`config.mk`:
```
export PLATFORM = sky130hd
export DESIGN_NAME = hh_gate_integrator_flat
export DESIGN_NICKNAME = d
export VERILOG_FILES = /design/src/rtl/hh_gate_if.sv /design/src/rtl/hh_gate_integrator.sv /design/src/flat_wrapper.sv
export SDC_FILE = /design/constraint.sdc
export NUM_CORES = 1
export LEC_CHECK = 0
export CAP_MARGIN = 20
export CORE_MARGIN = 3
export CORE_UTILIZATION = 46
export CTS_CLUSTER_DIAMETER = 120
export DETAILED_ROUTE_END_ITERATION = 6
export GPL_TIMING_DRIVEN = 0
export HOLD_SLACK_MARGIN = 0.06
export PLACE_DENSITY = 0.76
export SETUP_SLACK_MARGIN = 0.02
export SYNTH_ARGS = -nofsm -noshare
export SYNTH_HDL_FRONTEND = slang
export SYNTH_SLANG_ARGS = --single-unit
```
`constraint.sdc`:
```
create_clock -name clk -period 8.2 [get_ports clk]
set_input_delay 2.05 -clock clk [delete_from_list [all_inputs] [get_ports clk]]
set_output_delay 2.05 -clock clk [all_outputs]
set_load 0.02 [all_outputs]
```
`src/rtl/hh_gate_if.sv`:
```
// Control, rate and gate-output bundle between the rate stage, the gate integrator
// and the membrane-current stage.
interface hh_gate_if;
  logic        start;
  logic        clear;
  logic [15:0] alpha_n;
  logic [15:0] alpha_m;
  logic [15:0] alpha_h;
  logic [15:0] beta_n;
  logic [15:0] beta_m;
  logic [15:0] beta_h;
  logic [15:0] n;
  logic [15:0] m;
  logic [15:0] h;
  logic        busy;
  logic        valid;

  // Controller / rate-producer side
  modport master (
    output start, clear,
    output alpha_n, alpha_m, alpha_h, beta_n, beta_m, beta_h,
    input  n, m, h, busy, valid
  );

  // Integrator side
  modport slave (
    input  start, clear,
    input  alpha_n, alpha_m, alpha_h, beta_n, beta_m, beta_h,
    output n, m, h, busy, valid
  );
endinterface

```
`src/rtl/hh_gate_integrator.sv`:
```
// Forward-Euler integrator for the Hodgkin-Huxley gates n, m, h (unsigned Q9.7),
// sharing one 16x16 multiplier across the three gates under a small FSM.
module hh_gate_integrator #(
  parameter int unsigned FRAC     = 7,
  parameter int unsigned DT_SHIFT = 4,
  parameter logic [15:0] N0       = 16'd41,
  parameter logic [15:0] M0       = 16'd7,
  parameter logic [15:0] H0       = 16'd76
) (
  input  logic      clk,
  input  logic      rst_n,
  hh_gate_if.slave  gi
);

  localparam int unsigned GW  = 16;
  localparam int unsigned PW  = 17;
  localparam int unsigned DW  = 18;
  localparam int unsigned SW  = 19;
  localparam logic [GW-1:0] ONE = GW'(32'd1 << FRAC);

  typedef enum logic [1:0] {
    IDLE  = 2'd0,
    MUL_A = 2'd1,
    MUL_B = 2'd2,
    UPD   = 2'd3
  } state_e;

  state_e          state_q, state_d;
  logic [1:0]      g_q, g_d;
  logic [GW-1:0]   alpha_q [0:2];
  logic [GW-1:0]   alpha_d [0:2];
  logic [GW-1:0]   beta_q  [0:2];
  logic [GW-1:0]   beta_d  [0:2];
  logic [GW-1:0]   x_q     [0:2];
  logic [GW-1:0]   x_d     [0:2];
  logic [PW-1:0]   p1_q, p1_d;
  logic [PW-1:0]   p2_q, p2_d;
  logic            busy_q, busy_d;
  logic            valid_q, valid_d;

  logic [GW-1:0]   x_sel, a_sel, b_sel;
  logic [GW-1:0]   mul_l, mul_r;
  logic [31:0]     prod;
  logic [PW-1:0]   prod_frac;
  logic signed [DW-1:0] diff, diff_sh;
  logic signed [SW-1:0] sum_s;
  logic [GW-1:0]   x_new;

  // Operand selection for the gate currently being integrated
  always_comb begin
    x_sel = x_q[0];
    a_sel = alpha_q[0];
    b_sel = beta_q[0];
    case (g_q)
      2'd1: begin
        x_sel = x_q[1];
        a_sel = alpha_q[1];
        b_sel = beta_q[1];
      end
      2'd2: begin
        x_sel = x_q[2];
        a_sel = alpha_q[2];
        b_sel = beta_q[2];
      end
      default: ;
    endcase
  end

  // Shared multiplier: alpha*(1-x) in MUL_A, beta*x otherwise
  always_comb begin
    mul_l     = (state_q == MUL_A) ? a_sel : b_sel;
    mul_r     = (state_q == MUL_A) ? (ONE - x_sel) : x_sel;
    prod      = 32'(mul_l) * 32'(mul_r);
    prod_frac = PW'(prod >> FRAC);
  end

  // Euler update with floor rounding and saturation to [0, ONE]
  always_comb begin
    diff    = $signed({1'b0, p1_q}) - $signed({1'b0, p2_q});
    diff_sh = diff >>> DT_SHIFT;
    sum_s   = $signed({3'b000, x_sel}) + $signed({diff_sh[DW-1], diff_sh});
    if (sum_s[SW-1]) begin
      x_new = '0;
    end else if (sum_s > $signed({3'b000, ONE})) begin
      x_new = ONE;
    end else begin
      x_new = GW'(sum_s);
    end
  end

  // Next-state and output logic
  always_comb begin
    state_d = state_q;
    g_d     = g_q;
    alpha_d = alpha_q;
    beta_d  = beta_q;
    x_d     = x_q;
    p1_d    = p1_q;
    p2_d    = p2_q;
    busy_d  = busy_q;
    valid_d = 1'b0;

    case (state_q)
      IDLE: begin
        if (gi.start) begin
          alpha_d[0] = gi.alpha_n;
          alpha_d[1] = gi.alpha_m;
          alpha_d[2] = gi.alpha_h;
          beta_d[0]  = gi.beta_n;
          beta_d[1]  = gi.beta_m;
          beta_d[2]  = gi.beta_h;
          g_d        = 2'd0;
          busy_d     = 1'b1;
          state_d    = MUL_A;
        end
      end
      MUL_A: begin
        p1_d    = prod_frac;
        state_d = MUL_B;
      end
      MUL_B: begin
        p2_d    = prod_frac;
        state_d = UPD;
      end
      UPD: begin
        case (g_q)
          2'd1:    x_d[1] = x_new;
          2'd2:    x_d[2] = x_new;
          default: x_d[0] = x_new;
        endcase
        if (g_q == 2'd2) begin
          busy_d  = 1'b0;
          valid_d = 1'b1;
          state_d = IDLE;
        end else begin
          g_d     = g_q + 2'd1;
          state_d = MUL_A;
        end
      end
      default: state_d = IDLE;
    endcase

    // Clear overrides everything, including a same-cycle start
    if (gi.clear) begin
      alpha_d = alpha_q;
      beta_d  = beta_q;
      x_d[0]  = N0;
      x_d[1]  = M0;
      x_d[2]  = H0;
      g_d     = 2'd0;
      busy_d  = 1'b0;
      valid_d = 1'b0;
      state_d = IDLE;
    end
  end

  always_ff @(posedge clk or negedge rst_n) begin
    if (!rst_n) begin
      state_q <= IDLE;
      g_q     <= 2'd0;
      for (int i = 0; i < 3; i++) begin
        alpha_q[i] <= '0;
        beta_q[i]  <= '0;
      end
      x_q[0]  <= N0;
      x_q[1]  <= M0;
      x_q[2]  <= H0;
      p1_q    <= '0;
      p2_q    <= '0;
      busy_q  <= 1'b0;
      valid_q <= 1'b0;
    end else begin
      state_q <= state_d;
      g_q     <= g_d;
      alpha_q <= alpha_d;
      beta_q  <= beta_d;
      x_q     <= x_d;
      p1_q    <= p1_d;
      p2_q    <= p2_d;
      busy_q  <= busy_d;
      valid_q <= valid_d;
    end
  end

  assign gi.n     = x_q[0];
  assign gi.m     = x_q[1];
  assign gi.h     = x_q[2];
  assign gi.busy  = busy_q;
  assign gi.valid = valid_q;

endmodule

```
`src/flat_wrapper.sv`:
```
// flat-port wrapper written by rule: the top's interface ports become plain ports
module hh_gate_integrator_flat 
#(
  parameter int unsigned FRAC     = 7,
  parameter int unsigned DT_SHIFT = 4,
  parameter logic [15:0] N0       = 16'd41,
  parameter logic [15:0] M0       = 16'd7,
  parameter logic [15:0] H0       = 16'd76
)
  (clk, rst_n, gi_start, gi_clear, gi_alpha_n, gi_alpha_m, gi_alpha_h, gi_beta_n, gi_beta_m, gi_beta_h, gi_n, gi_m, gi_h, gi_busy, gi_valid);
  hh_gate_if gi_i ();
  input  logic clk;
  input  logic rst_n;
  input wire logic [$bits(gi_i.start)-1:0] gi_start;
  input wire logic [$bits(gi_i.clear)-1:0] gi_clear;
  input wire logic [$bits(gi_i.alpha_n)-1:0] gi_alpha_n;
  input wire logic [$bits(gi_i.alpha_m)-1:0] gi_alpha_m;
  input wire logic [$bits(gi_i.alpha_h)-1:0] gi_alpha_h;
  input wire logic [$bits(gi_i.beta_n)-1:0] gi_beta_n;
  input wire logic [$bits(gi_i.beta_m)-1:0] gi_beta_m;
  input wire logic [$bits(gi_i.beta_h)-1:0] gi_beta_h;
  output wire logic [$bits(gi_i.n)-1:0] gi_n;
  output wire logic [$bits(gi_i.m)-1:0] gi_m;
  output wire logic [$bits(gi_i.h)-1:0] gi_h;
  output wire logic [$bits(gi_i.busy)-1:0] gi_busy;
  output wire logic [$bits(gi_i.valid)-1:0] gi_valid;
  assign gi_i.start = gi_start;
  assign gi_i.clear = gi_clear;
  assign gi_i.alpha_n = gi_alpha_n;
  assign gi_i.alpha_m = gi_alpha_m;
  assign gi_i.alpha_h = gi_alpha_h;
  assign gi_i.beta_n = gi_beta_n;
  assign gi_i.beta_m = gi_beta_m;
  assign gi_i.beta_h = gi_beta_h;
  assign gi_n = gi_i.n;
  assign gi_m = gi_i.m;
  assign gi_h = gi_i.h;
  assign gi_busy = gi_i.busy;
  assign gi_valid = gi_i.valid;
  hh_gate_integrator #(.FRAC(FRAC), .DT_SHIFT(DT_SHIFT), .N0(N0), .M0(M0), .H0(H0)) u_core (.clk(clk), .rst_n(rst_n), .gi(gi_i));
endmodule
```
==> flow_metrics.tcl, run 1 <==
set metrics [dict create \
    ys.warnings.count 0 \
    cts_made_buffers 17 \
    cts_root_buf "clkbuf_16" \
    r2r_slack_ps -130 \
    place_area_um2 19000 \
    area_delta_synth_final_pct 25.0 \
    r2r_end "u_core.p1_q[15]" \
    fin_area_um2 21200 \
    drive_above_1_share_pct 19.6 \
    worstPathMaxFanout 6 \
    grt_max_degree 125 \
    num_io_pins 150 \
    num-fill-cells 2942 \
    synthCells 1734 \
    clkTransAtPathRegs_ps 70 \
    slew_headroom_pct 32.4 \
    ys_seq_area_share_pct 27.2 \
    pre_cts_slack_ps -2000 \
    wl_per_cell_um 21.3 \
    cts_sinks 184 \
    synth_nets 2107 \
    nNetsFinal 2327 \
    gp_congestion 0.949 \
    htreeDepth 4 \
    worstMarginPinSlew_ps 989 \
    min_path_cells 1 \
    path_class "reg2reg" \
    skew_ps 14.5 \
    crit_top_cell "fa_1" \
    crit_path_max_incr_delay_ps 560 \
    r2r_cells 31 \
    period_share_pct 102 \
    die_area_um2 39200 \
    grtUsageMet2_pct 43.7 \
    clk_latency_ps 450 \
    hold_end "u_core.beta_q[18]" \
    grt_pass1_wl_um 80500 \
    ys_ff_latch 184 \
    drtIter0Drc 1067 \
    crit_path_end_kind "flop" \
    status "complete, but fails checks" \
    synth.distinct_cells 72 \
    rows 69 \
    antenna_left 0 \
    hold_viol 0 \
    synth_edf_count 0 \
    antenna_found_initial 0 \
    die_h_um 198 \
    portBuffers 148 \
    hold_buffers 0 \
    met1_usage_pct 34.7 \
    finalCriticalPeriod_ps 8330 \
    ys.flop_type "dfrtp_1" \
    slew_viol_final 0 \
    core_area_um2 35900 \
    critical_path_required_ps 8530 \
    vias 14100 \
    drc 0 \
    setup_slack_ps -135 \
    fp.dieW_um 198 \
    rsz0062_at_grt "true" \
    cts.path.max_buffers 2 \
    grt_pass1_vias 14900 \
    setup_viol 4 \
    busiest_layer "met2" \
    worst_path_max_delay_cell "or4_4" \
    violations "negative setup slack" \
    routed_via_density 5.81 \
    crit_arrival_ps 8670 \
    cts_tree "built" \
    synth_area_per_cell_um2 9.78 \
    syn-cell-area_um2 17000 \
    antennaDiodeCount 0 \
    grt_use_total_pct 26.5 \
    start_kind "flop" \
    dr.pass1.iters 6 \
    place_hpwl_um 38600 \
    grt.overflow.total 0 \
    synthArstFlopShare_pct 100 \
    use_met3_pct 5.21 \
    wirelength_um 51800 \
    maxCapViolCount 0 \
    hold_path.class "reg2reg" \
    fmax_mhz 120 \
    r2r_start "u_core.g_q[0]" \
    start_util_pct 47.2 \
    hp-start "u_core.beta_q[18]" \
]
state kept, by name, indices dropped and copies added (netlist names):
register         cells
u_core.alpha_q      48
u_core.beta_q       48
u_core.p1_q         17
u_core.p2_q         17
u_core.gi.h         16
u_core.gi.m         16
u_core.gi.n         16
u_core.g_q           2
u_core.state_q       2
u_core.gi.busy       1
u_core.gi.valid      1
cell usage after synthesis, types with 18 or more instances:
cell      count  area (um^2)
xnor2_1      45          394
clkbuf_1     46          173
mux2_2      123         1390
fa_1        168         3360
nor3_1       18         90.1
a21o_1       18          135
dfrtp_1     175         4380
nand2_1     175          657
inv_1       257          965
xor2_1       21          184
nor2_1      133          499
and2_1       40          250
a21oi_1      45          225
ha_1        105         1310
o21ai_0      57          285
placed cells by master (no fill, tap or decap), drive strengths merged, types with 22 or more instances in the layout:
cell type and n:
a21oi 47, and2 40, buf 86, clkbuf 56, clkdlybuf4s50 147, dfrtp 175
fa 168, ha 105, inv 261, mux2 123, nand2 175, nor2 133
o21ai 76, xnor2 46, xor2 22
worst max-delay path: cells and delay by family (launching register included):
family,cells,cell delay (ps)
mux,1,290
compound gates,8,1480
fa+ha+maj,8,3480
buf+inv,6,600
simple gates,6,1670
xor+xnor,2,260
flops,1,420
layer usage:
layer | part of all wire, % | routed length [um]
met1 | 40 | 20900
met2 | 48 | 24800
met3 | 8.1 | 4180
met4 | 3.6 | 1870
met5 | 0 | 0
cells by family (layout without fill, tap and decap cells):
logic type      Yosys count  count (layout)  share of synthesized area, %
compound gates          279             279                          11.7
mux                     140             140                          9.69
buf+inv                 328             560                          7.40
flops                   184             184                          27.2
xor+xnor                 71              72                          4.04
simple gates            459             459                          12.4
fa+ha+maj               273             273                          27.6
layout make-up:
type | instances | area (um^2) | share of cell area, %
buffer | 63 | 414 | 1.95
clock buffer | 20 | 437 | 2.06
clock inverter | 12 | 168 | 0.791
inverter | 258 | 972 | 4.59
multi-input combinational | 1223 | 12000 | 56.6
sequential | 184 | 4620 | 21.8
tap | 461 | 577 | 2.72
timing repair buffer | 207 | 2020 | 9.51
how the worst max path moves through the flow:
stage | start | to | depth (start not counted)
floorplan | u_core.g_q[0] | u_core.p2_q[15] | 34
global placement | rst_n | u_core.p2_q[3] | 1
detailed placement | u_core.g_q[0] | u_core.p2_q[15] | 34
CTS | u_core.g_q[0] | u_core.p1_q[15] | 33
global route | u_core.g_q[0] | u_core.p1_q[15] | 30
finish | u_core.g_q[0] | u_core.p1_q[15] | 31
what timing repair did:
action / 4_1_cts / 5_1_grt
buffers inserted: 41 / 17
setup endpoints to repair: 27 / 12
resized for setup: 183 / 48
pin swaps: 26 / 29
gates cloned: 1 / 0
through the flow:
stage	instances	hold WS, ps	utilization (%)	setup TNS [ps]
floorplan	1734	472	-	0
finish	2428	507	59.0	-482
global route	2428	522	59.0	-1860
global placement	2343	482	52.9	-432690
CTS	2411	508	58.1	0
detailed placement	2344	489	53.0	-29700
Power of run 1 is not shown: default switching activity piles up to over one toggle a cycle in this logic, so the estimate is an artifact.
==> run 2, diff against run 1 <==
--- a/config.mk
+++ b/config.mk
@@ -8,7 +8,8 @@
 export CAP_MARGIN = 20
 export CORE_MARGIN = 3
 export CORE_UTILIZATION = 46
-export CTS_CLUSTER_DIAMETER = 120
+export CTS_BUF_LIST = sky130_fd_sc_hd__clkbuf_4 sky130_fd_sc_hd__clkbuf_8
+export CTS_CLUSTER_DIAMETER = 150
 export DETAILED_ROUTE_END_ITERATION = 6
 export GPL_TIMING_DRIVEN = 0
 export HOLD_SLACK_MARGIN = 0.06
==> constraint.sdc (replaced) <==
create_clock -name clk -period 7.1 [get_ports clk]
set_input_delay 1.775 -clock clk [delete_from_list [all_inputs] [get_ports clk]]
set_output_delay 1.775 -clock clk [all_outputs]
set_load 0.02 [all_outputs]
==> run 2 against run 1 <==
Compared with the run above:
- the run still ends with negative setup slack left
- worst hold slack better by 5.9 ps
- cell area grew 0.30%
- setup slack worse by 1200 ps
- clock-buffer cell count shrank 2
- non-clock buffer count rose by 17
==> flow_metrics.tcl, run 2 (synthesized netlist as in run 1, its figures left out) <==
set metrics [dict create \
    setup_viol 25 \
    crit_path_end_kind "flop" \
    htreeDepth 4 \
    fp.dieW_um 198 \
    place_area_um2 19200 \
    start_kind "flop" \
    finalCriticalPeriod_ps 8410 \
    rsz0062_at_grt "true" \
    crit_path_max_incr_delay_ps 580 \
    r2r_slack_ps -1310 \
    postLayoutCoreUtil_pct 59.2 \
    reg_top3 "u_core.alpha_q: 48 flops, u_core.beta_q: 48 flops" \
    wirelength_um 51200 \
    status "complete, but fails checks" \
    antennaDiodeCount 0 \
    antenna_left 0 \
    grt_use_total_pct 26.3 \
    antenna_found_initial 0 \
    r2r_end "u_core.p2_q[15]" \
    clk_latency_ps 510 \
    worst_path_max_delay_cell "or4_4" \
    fmax_mhz 119 \
    r2r_cells 30 \
    cts_sinks 184 \
    hold_buffers 0 \
    drc 0 \
    violations "negative setup slack" \
    cts_tree "built" \
    crit_arrival_ps 8790 \
    hp-start "u_core.beta_q[42]" \
    vias 14000 \
    crit_top_cell "fa_1" \
    grt_pass1_vias 14600 \
    place_hpwl_um 38600 \
    drive_above_1_share_pct 21.5 \
    portBuffers 148 \
    cts.path.max_buffers 2 \
    grt_max_degree 122 \
    core_area_um2 35900 \
    final_cell_mix "247 x inv_1, 174 x dfrtp_1, 171 x nand2_1" \
    path_class "reg2reg" \
    slew_viol_final 0 \
    dr.pass1.iters 5 \
    critical_path_required_ps 7490 \
    maxCapViolCount 0 \
    skew_ps 19.3 \
    worstMarginPinSlew_ps 891 \
    rows 69 \
    start_util_pct 47.2 \
    area_delta_synth_final_pct 25.4 \
    grt_pass1_wl_um 80100 \
    min_path_cells 1 \
    num_io_pins 150 \
    setup_slack_ps -1310 \
    grt.overflow.total 0 \
    mostFrequentLayoutCell "inv_1" \
    setup-tns-final_ps -19290 \
    hold_viol 0 \
    cts_root_buf "clkbuf_8" \
    hold_end "u_core.beta_q[42]" \
    drtIter0Drc 1003 \
    hold_path.class "reg2reg" \
    nNetsFinal 2343 \
    gp_congestion 0.952 \
    clkTransAtPathRegs_ps 120 \
    die_area_um2 39200 \
    cts_made_buffers 17 \
    period_share_pct 118 \
    r2r_start "u_core.g_q[0]" \
    worstPathMaxFanout 7 \
    fin_area_um2 21300 \
    die_h_um 198 \
    routed_via_density 5.74 \
    wl_per_cell_um 20.9 \
    slew_headroom_pct 40.2 \
]
==> run 2: how the worst max path moves through the flow <==
stage | start | end | slack (ps) | depth (start not counted)
2_1_floorplan | u_core.g_q[1] | u_core.p2_q[15] | -590 | 32
3_3_place_gp | rst_n | u_core.p2_q[4] | -3220 | 1
3_5_place_dp | u_core.g_q[1] | u_core.p2_q[15] | -2380 | 30
4_1_cts | u_core.g_q[0] | u_core.p2_q[16] | -1250 | 28
5_1_grt | u_core.g_q[0] | u_core.p2_q[15] | -1490 | 32
6_report | u_core.g_q[0] | u_core.p2_q[15] | -1310 | 30
==> run 2: metrics by stage <==
stage,hold slack [ps],instances,worst slack (ps)
floorplan,472,1734,-593
global placement,482,2343,-3220
detailed placement,489,2344,-2380
CTS,514,2432,-1250
global route,526,2444,-1490
finish,512,2444,-1310
==> run 2: repair_timing <==
action                                  CTS  global route
pin swaps                                34            31
endpoints found under the setup margin   54            50
setup buffers                            61            15
hold endpoints to repair                  0             0
gates resized for setup                 158            71
==> run 2: metal layers <==
| layer | global-route usage, % | wire, um |
|---|---|---|
| met1 | 34.8 | 20800 |
| met2 | 42.7 | 24300 |
| met3 | 5.77 | 4210 |
| met4 | 9.78 | 1950 |
| met5 | 0 | 0 |
==> run 2: worst max-delay path, delay by kind of cell, from the launching register on <==
kind | cells | cell delay [ps]
DFF | 1 | 430
AOI/OAI and AO/OA | 8 | 1570
and+or+nand+nor | 6 | 1790
xor gates and xnor gates | 2 | 270
buffers and inverters | 5 | 440
adders and majority gates | 8 | 3480
muxes | 1 | 280
==> run 2: area by class of cell <==
type	instances	area, um^2
multi-input combinational	1222	12100
fill	2920	14700
buffer	62	449
clock buffer	18	248
inverter	258	972
clock inverter	14	150
tap	461	577
timing repair buffer	225	2120
sequential	184	4620
Power of run 2 is left out for the same reason.
